--- src/rtl/cart_pkg.sv ---
// rtl/cart_pkg.sv - shared cartridge types and ASCII8 mapper constants
package cart_pkg;

  typedef enum logic [1:0] {
    ST_IDLE,
    ST_LOAD,
    ST_WRITE,
    ST_FINISH
  } loader_state_t;

  localparam logic [7:0]  OP_LD_NN_A   = 8'h32;
  localparam logic [15:0] ASCII8_BANK0 = 16'h6000;
  localparam logic [15:0] ASCII8_BANK1 = 16'h6800;
  localparam logic [15:0] ASCII8_BANK2 = 16'h7000;
  localparam logic [15:0] ASCII8_BANK3 = 16'h7800;

  function automatic logic is_ascii8_bank_addr(input logic [15:0] addr);
    return (addr == ASCII8_BANK0) || (addr == ASCII8_BANK1) ||
           (addr == ASCII8_BANK2) || (addr == ASCII8_BANK3);
  endfunction

endpackage

--- src/rtl/cart_ascii8_detect.sv ---
// rtl/cart_ascii8_detect.sv - counts LD (nn),A writes to ASCII8 bank registers
module cart_ascii8_detect
  import cart_pkg::*;
(
  input  logic       clk,
  input  logic       reset,
  input  logic       clear,
  input  logic       strobe,
  input  logic [7:0] data,
  output logic [7:0] hits
);

  logic [7:0] b1_q;
  logic [7:0] b2_q;
  logic [7:0] hits_q;
  logic [7:0] hits_d;
  logic       match;

  // Operand is little-endian: the current byte is the high half of nn.
  assign match = (b2_q == OP_LD_NN_A) && is_ascii8_bank_addr({data, b1_q});

  always_comb begin
    hits_d = hits_q;
    if (strobe && match && (hits_q != 8'hFF)) begin
      hits_d = hits_q + 8'd1;
    end
  end

  always_ff @(posedge clk) begin
    if (reset || clear) begin
      b1_q   <= 8'h00;
      b2_q   <= 8'h00;
      hits_q <= 8'h00;
    end else if (strobe) begin
      b2_q   <= b1_q;
      b1_q   <= data;
      hits_q <= hits_d;
    end
  end

  assign hits = hits_q;

endmodule

--- src/rtl/cart_rom_loader.sv ---
// rtl/cart_rom_loader.sv - writes an ioctl cartridge image to SDRAM and publishes rom_size
module cart_rom_loader
  import cart_pkg::*;
#(
  parameter logic [24:0] CART_BASE0 = 25'h0000000,
  parameter logic [24:0] CART_BASE1 = 25'h0400000,
  parameter logic [24:0] MAX_SIZE   = 25'h0400000
) (
  input  logic        clk,
  input  logic        reset,
  input  logic        ioctl_download,
  input  logic        ioctl_wr,
  input  logic [24:0] ioctl_addr,
  input  logic [7:0]  ioctl_dout,
  output logic        ioctl_wait,
  input  logic        cart_num,
  output logic [24:0] ram_addr,
  output logic [7:0]  ram_din,
  output logic        ram_we,
  input  logic        ram_ack,
  output logic [24:0] rom_size0,
  output logic [24:0] rom_size1,
  output logic [7:0]  ascii8_hits,
  output logic        overflow,
  output logic        load_done
);

  loader_state_t state_q;
  logic          cart_q;
  logic [24:0]   max_q;
  logic          wait_q;
  logic [24:0]   ram_addr_q;
  logic [7:0]    ram_din_q;
  logic          ram_we_q;
  logic [24:0]   rom_size0_q;
  logic [24:0]   rom_size1_q;
  logic [7:0]    hits_pub_q;
  logic          overflow_q;
  logic          load_done_q;

  logic          in_window;
  logic          det_clear;
  logic          det_strobe;
  logic [7:0]    det_hits;
  logic [24:0]   base;

  assign in_window  = ioctl_addr < MAX_SIZE;
  assign base       = cart_q ? CART_BASE1 : CART_BASE0;
  assign det_clear  = (state_q == ST_IDLE) && ioctl_download;
  // Out-of-window bytes still feed the heuristic; strobes during WRITE do not.
  assign det_strobe = (state_q == ST_LOAD) && ioctl_wr;

  cart_ascii8_detect u_detect (
    .clk    (clk),
    .reset  (reset),
    .clear  (det_clear),
    .strobe (det_strobe),
    .data   (ioctl_dout),
    .hits   (det_hits)
  );

  always_ff @(posedge clk) begin
    if (reset) begin
      state_q     <= ST_IDLE;
      cart_q      <= 1'b0;
      max_q       <= 25'd0;
      wait_q      <= 1'b0;
      ram_addr_q  <= 25'd0;
      ram_din_q   <= 8'h00;
      ram_we_q    <= 1'b0;
      rom_size0_q <= 25'd0;
      rom_size1_q <= 25'd0;
      hits_pub_q  <= 8'h00;
      overflow_q  <= 1'b0;
      load_done_q <= 1'b0;
    end else begin
      load_done_q <= 1'b0;
      case (state_q)
        ST_IDLE: begin
          if (ioctl_download) begin
            state_q    <= ST_LOAD;
            cart_q     <= cart_num;
            max_q      <= 25'd0;
            overflow_q <= 1'b0;
          end
        end
        ST_LOAD: begin
          // A strobe coincident with download falling is still written.
          if (ioctl_wr && in_window) begin
            ram_addr_q <= base + ioctl_addr;
            ram_din_q  <= ioctl_dout;
            ram_we_q   <= 1'b1;
            wait_q     <= 1'b1;
            if (ioctl_addr > max_q) begin
              max_q <= ioctl_addr;
            end
            state_q <= ST_WRITE;
          end else begin
            if (ioctl_wr) begin
              overflow_q <= 1'b1;
            end
            if (!ioctl_download) begin
              state_q <= ST_FINISH;
            end
          end
        end
        ST_WRITE: begin
          if (ram_ack) begin
            ram_we_q <= 1'b0;
            wait_q   <= 1'b0;
            state_q  <= ST_LOAD;
          end
        end
        ST_FINISH: begin
          if (cart_q) begin
            rom_size1_q <= max_q;
          end else begin
            rom_size0_q <= max_q;
          end
          hits_pub_q  <= det_hits;
          load_done_q <= 1'b1;
          state_q     <= ST_IDLE;
        end
        default: state_q <= ST_IDLE;
      endcase
    end
  end

  assign ioctl_wait  = wait_q;
  assign ram_addr    = ram_addr_q;
  assign ram_din     = ram_din_q;
  assign ram_we      = ram_we_q;
  assign rom_size0   = rom_size0_q;
  assign rom_size1   = rom_size1_q;
  assign ascii8_hits = hits_pub_q;
  assign overflow    = overflow_q;
  assign load_done   = load_done_q;

endmodule

--- config.mk ---
export PLATFORM = sky130hd
export DESIGN_NAME = cart_rom_loader
export DESIGN_NICKNAME = d
export VERILOG_FILES = /design/src/rtl/cart_pkg.sv /design/src/rtl/cart_ascii8_detect.sv /design/src/rtl/cart_rom_loader.sv
export SDC_FILE = /design/constraint.sdc
export NUM_CORES = 1
export LEC_CHECK = 0
export ABC_AREA = 1
export BUFFER_PORTS_ARGS = -buffer_cell sky130_fd_sc_hd__buf_2
export CAP_MARGIN = 0
export CELL_PAD_IN_SITES_DETAIL_PLACEMENT = 0
export CELL_PAD_IN_SITES_GLOBAL_PLACEMENT = 1
export CORE_MARGIN = 4
export CORE_UTILIZATION = 35
export DETAILED_ROUTE_END_ITERATION = 6
export PLACE_DENSITY_LB_ADDON = 0.1
export SYNTH_ARGS = -nofsm -noshare
export SYNTH_HDL_FRONTEND = slang
export SYNTH_SLANG_ARGS = --single-unit
--- constraint.sdc ---
create_clock -name clk -period 3.9 [get_ports clk]
set_input_delay 0.39 -clock clk [delete_from_list [all_inputs] [get_ports clk]]
set_output_delay 0.39 -clock clk [all_outputs]
set_load 0.05 [all_outputs]
==> results.py, run 1 <==
metrics = {
    "pwr": {
        "leakage_nw": 3.06,
        "p_sw_share_pct": 25.7,
        "combPwrFrac_pct": 9.7,
        "sequentialPowerShare_pct": 43.9,
        "power_density_mw_per_mm2": 474,
        "power.switching_mw": 0.912,
        "max-vdd-ir-drop_v": 0.000291,
        "pwr-share-clk_pct": 46.4,
        "internal-power_mw": 2.63,
    },
    "yosys": {
        "ys_warn_count": 0,
        "ys_ff_latch": 146,
        "syn_area_mm2": 0.00609,
        "netlist_instances": 786,
        "yosysSeqAreaShare_pct": 48.0,
        "yosysUniqueCellTypes": 29,
        "synth.avg_cell_area_um2": 7.74,
        "synth_nets": 853,
    },
    "placed_design": {
        "placed_area_mm2": 0.00687,
        "place_hpwl_um": 12700,
        "routabilityCongestion": 0.789,
        "io_buffers": 133,
    },
    "setup_path": {
        "worstSetupPathType": "flip-flop to flip-flop",
        "r2r_start": "max_q[16]$_SDFFE_PP0P_",
        "end_kind": "flip-flop",
        "startpoint_type": "flip-flop",
        "arrival_ps": 3150,
        "startpoint": "max_q[16]$_SDFFE_PP0P_",
        "critPathMaxFanout": 23,
        "cp.required_ps": 4180,
    },
    "routing": {
        "drcViolationCount": 0,
        "drt_iter0_drc": 438,
        "vias": 5610,
        "first_pass_iters": 5,
        "wl_per_cell_um": 15.9,
        "vias_per_cell": 4.98,
        "postRouteAntennaNets": 0,
        "wl_um": 17900,
    },
    "grt": {
        "grt.total_usage_pct": 18.0,
        "grt_max_degree": 60,
        "antenna_found_initial": 0,
        "grt_pass1_vias": 5202,
        "grt_pass1_wl_um": 28300,
        "grt.overflow.total": 0,
    },
    "cells_and_area": {
        "nNetsFinal": 961,
        "stdcell_area_mm2": 0.00747,
        "layout_commonest_cell": "dfxtp_1",
        "fillCellCount": 1751,
        "ff_latch_area_mm2": 0.00292,
        "layout_common_cells": "dfxtp_1 (146), a21oi_1 (142), buf_2 (133)",
        "multi_input_area_mm2": 0.00270,
        "n_antenna_cell": 0,
        "area_delta_synth_final_pct": 22.8,
        "layout-drive-gt1-share_pct": 19.6,
    },
    "die": {
        "coreArea_mm2": 0.0168,
        "die_h_um": 140,
        "die_area_mm2": 0.0196,
        "ios": 134,
        "fp.dieW_um": 140,
        "initial_core_util_pct": 36.2,
        "rows": 47,
    },
    "cts": {
        "numCtsBuffers": 17,
        "holdBufCountCts": 0,
        "cts_sinks": 146,
        "clock_latency_ps": 410,
        "cts_tree": "done",
        "cts_setup_buffers": 0,
        "ctsHtreeMaxLevel": 4,
        "clockBufferDepth": 2,
        "clk_pin_slew_ps": 60,
        "cts_root_buf": "clkbuf_16",
        "cts_resized": 0,
    },
    "timing": {
        "maxSlewViolCount": 0,
        "setup_viol": 0,
        "max_slew_margin_pct": 25.7,
        "worst_pin_slew_ps": 1110,
        "rsz0062_at_grt": "false",
        "fmax_mhz": 348,
        "fin_tns_setup_ps": 0,
        "fin_skew_ps": 5.27,
        "hold_violations": 0,
        "fin_crit_ps": 2870,
        "fin_crit_sh_pct": 73.6,
    },
    "status": {
        "outcome": "finished clean",
    },
    "run": {
        "cap_viol_max_count": 0,
    },
    "hold_path": {
        "holdCritStartpoint": "cart_num",
        "hold_path_class": "input port to flip-flop",
    },
}
-- power by group through the flow --
stage                     Sequential [mW]  Clock (mW)  Combinational (mW)
after floorplan                      1.64           0               0.177
after global placement               1.59           0               0.341
after detailed placement             1.59           0               0.346
after CTS                            1.55        1.68               0.347
after global routing                 1.56        1.74               0.380
final                                1.56        1.64               0.344
-- sequential cells by signal, summed over array words and instances, names as in the netlist --
register / flops
ascii8_hits: 8
cart_q: 1
load_done: 1
max_q: 25
overflow: 1
ram_addr: 25
ram_din: 8
ram_we: 1
rom_size0: 25
rom_size1: 25
state_q: 2
u_detect.b1_q: 8
u_detect.b2_q: 8
u_detect.hits: 8
-- metrics by stage --
stage | utilization, % | setup WS [ps] | instances | hold WS (ps) | total power [mW]
floorplan | - | 2000 | 786 | 429 | 1.82
global placement | 40.9 | 1060 | 1095 | 442 | 1.93
detailed placement | 40.9 | 990 | 1095 | 451 | 1.93
CTS | 44.4 | 1030 | 1126 | 213 | 3.58
global route | 44.4 | 820 | 1126 | 234 | 3.68
finish | 44.4 | 1030 | 1126 | 223 | 3.54
-- critical path, cell delays in order (launching register included) --
cell	delay (ps)
dfxtp_1	400
inv_1	80
ha_1	290
nand2_1	80
nor2_1	170
nand4_1	170
nor2_1	250
nand2_1	80
nand3_1	70
buf_4	260
nand2_1	530
nand2_1	290
nor3_1	60
-- kinds of logic (layout without fill, tap and decap cells) --
| logic type | Yosys count | after routing | synth area share [%] |
|---|---|---|---|
| AOI/OAI and AO/OA | 198 | 198 | 16.7 |
| DFF | 146 | 146 | 48.0 |
| xor gates and xnor gates | 1 | 1 | 0.144 |
| buffers and inverters | 119 | 239 | 7.63 |
| and+or+nand+nor | 294 | 294 | 21.8 |
| adders and majority gates | 28 | 28 | 5.76 |
-- synthesized netlist by cell type --
| master | instances | area, µm² |
|---|---|---|
| o211ai_1 | 1 | 7.51 |
| a211oi_1 | 2 | 15.0 |
| nand2_2 | 1 | 6.26 |
| a21oi_4 | 1 | 16.3 |
| nand3_1 | 124 | 621 |
| nor3b_1 | 1 | 7.51 |
| dfxtp_1 | 146 | 2920 |
| nor3_1 | 12 | 60.1 |
| nor2_1 | 27 | 101 |
| inv_2 | 3 | 11.3 |
| nor2_4 | 1 | 11.3 |
| inv_1 | 65 | 244 |
| buf_2 | 2 | 10.0 |
| buf_4 | 4 | 30.0 |
| o21bai_1 | 1 | 7.51 |
| nand4_1 | 5 | 31.3 |
| nand2_1 | 119 | 447 |
| buf_1 | 3 | 11.3 |
| o21ai_1 | 1 | 5.00 |
| xor2_1 | 1 | 8.76 |
| nor4_1 | 1 | 6.26 |
| clkbuf_1 | 42 | 158 |
| o21ai_0 | 49 | 245 |
| and2_0 | 1 | 6.26 |
| a21o_1 | 1 | 7.51 |
| a21oi_1 | 142 | 711 |
| nor4_4 | 1 | 21.3 |
| nand3b_1 | 1 | 7.51 |
| ha_1 | 28 | 350 |
-- final timing paths --
path	end	slack, ps	depth (start not counted)
worst max-delay path	max_q[22]$_SDFFE_PP0P_	1030	12
worst min-delay path	cart_q$_SDFFE_PP0P_	220	3
worst max register to register	max_q[22]$_SDFFE_PP0P_	1030	12
worst min register to register	rom_size1[16]$_SDFFE_PP0P_	460	2
-- layout make-up --
class,instances,area share [%]
inverters,68,3.42
well taps,220,3.68
multi-input cells,521,36.2
clock inverters,8,1.34
repair buffers,140,9.61
flip-flops and latches,146,39.1
clock buffers,23,6.66
-- layer usage --
layer,part of all wire (%),track usage [%],up-vias
met4,1.3,5.71,0
li1,-,-,2869
met3,6.8,4.94,14
met1,53,27.9,2541
met2,39,23.9,186
met5,0,0,-
Note: power is estimated with default switching activity, not from simulation.
==> run 2, diff against run 1 <==
clock period = 2.3 ns   (was 3.9 ns; I/O delays follow)
==> results.py, run 2 (synthesis results as in run 1) <==
metrics = {
    "routing": {
        "vias_per_cell": 4.99,
        "drcViolationCount": 0,
        "vias": 5674,
        "postRouteAntennaNets": 0,
        "wl_um": 18300,
        "wl_per_cell_um": 16.1,
        "drt_iter0_drc": 315,
        "first_pass_iters": 5,
    },
    "timing": {
        "fin_skew_ps": 7.69,
        "hold_violations": 0,
        "fin_tns_setup_ps": 0,
        "fmax_mhz": 484,
        "worst_pin_slew_ps": 767,
        "setup_viol": 0,
        "maxSlewViolCount": 0,
        "rsz0062_at_grt": "false",
        "fin_crit_sh_pct": 89.9,
        "fin_crit_ps": 2070,
        "max_slew_margin_pct": 48.7,
    },
    "cells_and_area": {
        "area_delta_synth_final_pct": 24.5,
        "n_antenna_cell": 0,
        "nNetsFinal": 971,
        "layout_common_cells": "dfxtp_1 (146), a21oi_1 (142), buf_2 (133)",
        "layout_commonest_cell": "dfxtp_1",
        "utilization_pct": 45.1,
        "layout-drive-gt1-share_pct": 20.6,
    },
    "pwr": {
        "max-vdd-ir-drop_v": 0.000535,
        "power_density_mw_per_mm2": 806,
        "leakage_nw": 3.11,
    },
    "cts": {
        "clockBufferDepth": 2,
        "ctsHtreeMaxLevel": 4,
        "cts_root_buf": "clkbuf_16",
        "cts_tree": "done",
        "clock_latency_ps": 420,
        "cts_sinks": 146,
        "clk_pin_slew_ps": 60,
        "numCtsBuffers": 17,
        "holdBufCountCts": 0,
    },
    "placed_design": {
        "io_buffers": 133,
        "routabilityCongestion": 0.802,
        "place_hpwl_um": 13100,
    },
    "setup_path": {
        "cp.buffers_inverters": 3,
        "slowest_stage": "dfxtp_1",
        "path_cells": "inv_1 > ha_1 > nand2_1 > inv_1 > nand3_1 > nor3_1 > a21oi_4 > nand2_1 > buf_4 > nand3_1 > a21oi_1",
        "arrival_ps": 2400,
        "end_kind": "flip-flop",
        "startpoint_type": "flip-flop",
        "cp_top_family": "simple AND/OR/NAND/NOR gates",
        "critPathMaxStageDelay_ps": 370,
        "cp.required_ps": 2640,
        "critPathMaxFanout": 14,
        "worstSetupPathType": "flip-flop to flip-flop",
    },
    "die": {
        "fp.dieW_um": 140,
        "coreArea_mm2": 0.0168,
        "die_h_um": 140,
        "die_area_mm2": 0.0196,
        "initial_core_util_pct": 36.2,
        "ios": 134,
        "rows": 47,
    },
    "grt": {
        "grt.total_usage_pct": 18.7,
        "grt_pass1_vias": 5550,
        "antenna_found_initial": 0,
        "grt.overflow.total": 0,
        "grt_max_degree": 61,
        "grt_pass1_wl_um": 29700,
    },
    "status": {
        "outcome": "finished clean",
    },
    "hold_path": {
        "hold_path_class": "input port to flip-flop",
    },
    "run": {
        "cap_viol_max_count": 0,
    },
}
run 2: final timing paths:
kind | start | endpoint | slack, ps | cells past startpoint
min reg2reg | rom_size1[17]$_SDFFE_PP0P_ | rom_size1[17]$_SDFFE_PP0P_ | 460 | 2
min | cart_num | cart_q$_SDFFE_PP0P_ | 70 | 3
max | max_q[4]$_SDFFE_PP0P_ | max_q[10]$_SDFFE_PP0P_ | 230 | 11
max reg2reg | max_q[4]$_SDFFE_PP0P_ | max_q[10]$_SDFFE_PP0P_ | 230 | 11
run 2: layer usage:
layer,GRT usage (%),vias up,wire [µm]
met5,0,-,0
met4,5.15,0,187
met3,5.25,12,1280
met2,25.7,169,7400
met1,28.5,2602,9400
li1,-,2891,-
run 2: metrics by stage:
stage | instance area [µm²] | setup slack [ps] | hold WS (ps) | cells | total power [mW]
floorplan | 6090 | 408 | 365 | 786 | 3.09
global placement | 6960 | 267 | 438 | 1105 | 3.29
detailed placement | 6960 | 212 | 451 | 1105 | 3.30
CTS | 7570 | 190 | 62.1 | 1136 | 6.16
global route | 7580 | 20.3 | 78.1 | 1136 | 6.34
finish | 7580 | 232 | 65.4 | 1136 | 6.11
run 2: repair_timing:
action                     CTS  global route
buffers inserted             0             0
setup endpoints to repair    0            18
gates resized for setup      0             1
run 2: cell type report:
type | instances | area [µm²]
clock buffers | 22 | 484
clock inverters | 9 | 129
fillers | 1742 | 9240
inverters | 68 | 255
multi-input cells | 521 | 2710
flip-flops and latches | 146 | 2920
well taps | 220 | 275
repair buffers | 150 | 806
run 2: power by group:
part	total, mW	internal, mW	switching, mW	leakage [nW]
Combinational	0.618	0.157	0.462	1.64
Sequential	2.62	2.59	0.0382	1.18
Clock	2.86	1.81	1.05	0.298
run 2: worst reg2reg max path, stage by stage, from the launching register on:
cell and delay, ps:
dfxtp_1 370, inv_1 70, ha_1 290, nand2_1 80
inv_1 80, nand3_1 70, nor3_1 370, a21oi_4 100
nand2_1 100, buf_4 200, nand3_1 100, a21oi_1 160
==> run 3, diff against run 2 <==
CELL_PAD_IN_SITES_DETAIL_PLACEMENT = unset   (was 0)
CELL_PAD_IN_SITES_GLOBAL_PLACEMENT = unset   (was 1)
PLACE_DENSITY_LB_ADDON = unset   (was 0.1)
==> results.py, run 3 (synthesis results as in run 1) <==
metrics = {
    "die": {
        "die_area_mm2": 0.0196,
        "rows": 47,
        "die_h_um": 140,
        "coreArea_mm2": 0.0168,
        "ios": 134,
        "initial_core_util_pct": 36.2,
        "fp.dieW_um": 140,
    },
    "cts": {
        "clock_latency_ps": 420,
        "cts_resized": 0,
        "clk_pin_slew_ps": 60,
        "cts_setup_buffers": 0,
        "cts_tree": "done",
        "holdBufCountCts": 0,
        "cts_root_buf": "clkbuf_16",
        "clockBufferDepth": 2,
        "numCtsBuffers": 17,
        "cts_sinks": 146,
        "ctsHtreeMaxLevel": 4,
    },
    "setup_path": {
        "path_cells": "inv_1 > ha_1 > nand2_1 > nor2_1 > nand4_1 > nor2_2 > nand2_1 > nand3_1 > buf_4 > nand3_1 > a21oi_1",
        "arrival_ps": 2410,
        "r2r.worst_path.cells": 11,
        "startpoint": "max_q[14]$_SDFFE_PP0P_",
        "startpoint_type": "flip-flop",
        "slowest_stage": "dfxtp_1",
        "end_kind": "flip-flop",
        "cp_top_family": "simple AND/OR/NAND/NOR gates",
        "worst-path-stages": 11,
        "critPathMaxFanout": 22,
        "r2r_setup_slack_ps": 230,
        "r2r_end": "max_q[4]$_SDFFE_PP0P_",
        "cp.buffers_inverters": 2,
        "cp.required_ps": 2630,
        "critPathMaxStageDelay_ps": 380,
        "r2r_start": "max_q[14]$_SDFFE_PP0P_",
        "worstSetupPathType": "flip-flop to flip-flop",
        "crit_path_end": "max_q[4]$_SDFFE_PP0P_",
    },
    "placed_design": {
        "routabilityCongestion": 0.875,
        "io_buffers": 133,
        "place_hpwl_um": 12800,
    },
    "cells_and_area": {
        "layout_commonest_cell": "dfxtp_1",
        "area_delta_synth_final_pct": 24.7,
        "nNetsFinal": 973,
        "layout-drive-gt1-share_pct": 21.0,
        "layout_common_cells": "dfxtp_1 (146), a21oi_1 (142), buf_2 (133)",
    },
    "timing": {
        "fin_skew_ps": 5.93,
        "fmax_mhz": 482,
        "fin_crit_ps": 2070,
        "hold_violations": 0,
        "worst_pin_slew_ps": 818,
        "rsz0062_at_grt": "false",
        "fin_tns_setup_ps": 0,
        "fin_crit_sh_pct": 90.1,
        "setup_viol": 0,
        "max_slew_margin_pct": 45.3,
        "maxSlewViolCount": 0,
    },
    "grt": {
        "use_met3_pct": 5.28,
        "antenna_found_initial": 1,
        "grt_max_degree": 65,
        "met1_usage_pct": 25.7,
        "grt_pass1_wl_um": 28700,
        "use_met2_pct": 26.2,
        "grt_pass1_vias": 5274,
        "top_usage_layer": "met2",
        "grt.overflow.total": 0,
        "grt.total_usage_pct": 18.1,
    },
    "hold_path": {
        "hold_path_class": "input port to flip-flop",
    },
    "routing": {
        "vias": 5611,
        "wl_um": 17900,
        "postRouteAntennaNets": 0,
        "drt_iter0_drc": 398,
        "wl_per_cell_um": 15.7,
        "first_pass_iters": 4,
        "drcViolationCount": 0,
        "vias_per_cell": 4.92,
    },
    "pwr": {
        "power_mw": 6.12,
        "power_density_mw_per_mm2": 807,
        "leakage_nw": 3.12,
        "max-vdd-ir-drop_v": 0.000496,
    },
    "status": {
        "outcome": "finished clean",
    },
    "run": {
        "cap_viol_max_count": 0,
    },
}
## run 3: report_power, final
part / internal (mW) / total [mW] / switching (mW)
logic: 0.158 / 0.625 / 0.467
registers: 2.59 / 2.62 / 0.0350
clock network: 1.82 / 2.88 / 1.06
total: 4.56 / 6.12 / 1.56
## run 3: worst min-delay path by stage
stage,from,to,slack [ps],depth (start not counted)
3_3_place_gp,overflow$_SDFFE_PP0P_,overflow$_SDFFE_PP0P_,450,2
6_report,cart_num,cart_q$_SDFFE_PP0P_,60,3
5_1_grt,cart_num,cart_q$_SDFFE_PP0P_,60,3
3_5_place_dp,u_detect.b2_q[3]$_SDFFE_PP0P_,u_detect.b2_q[3]$_SDFFE_PP0P_,450,2
4_1_cts,cart_num,cart_q$_SDFFE_PP0P_,40,3
2_1_floorplan,cart_num,cart_q$_SDFFE_PP0P_,360,2
## run 3: final cells by class
| class | count | area (µm²) |
|---|---|---|
| sequential | 146 | 2920 |
| antenna | 1 | 2.50 |
| fill | 1724 | 9230 |
| timing repair buffer | 152 | 808 |
| tap | 220 | 275 |
| inverter | 68 | 255 |
| multi-input combinational | 521 | 2710 |
| clock buffer | 23 | 488 |
| clock inverter | 9 | 128 |
## run 3: worst register-to-register path, cell delays in order (launching register included)
cell and delay, ps:
dfxtp_1 380, inv_1 80, ha_1 300, nand2_1 60, nor2_1 130, nand4_1 120, nor2_2 190, nand2_1 70
nand3_1 100, buf_4 270, nand3_1 100, a21oi_1 180
## run 3: routing by layer
metal	up-vias	share of wire (%)
met5	-	0
met2	122	44
met3	13	5.3
met1	2582	50
met4	0	1.4
li1	2894	-
## run 3: stage by stage
step	instances	hold slack [ps]	setup WS, ps	instance area, µm²	utilization (%)
after floorplan	786	365	408	6090	-
after global placement	1107	445	242	6960	41.4
after detailed placement	1107	448	191	6960	41.4
after CTS	1139	42.1	144	7580	45.1
after global routing	1140	56.5	68.8	7590	45.1
final	1140	60.3	227	7590	45.1
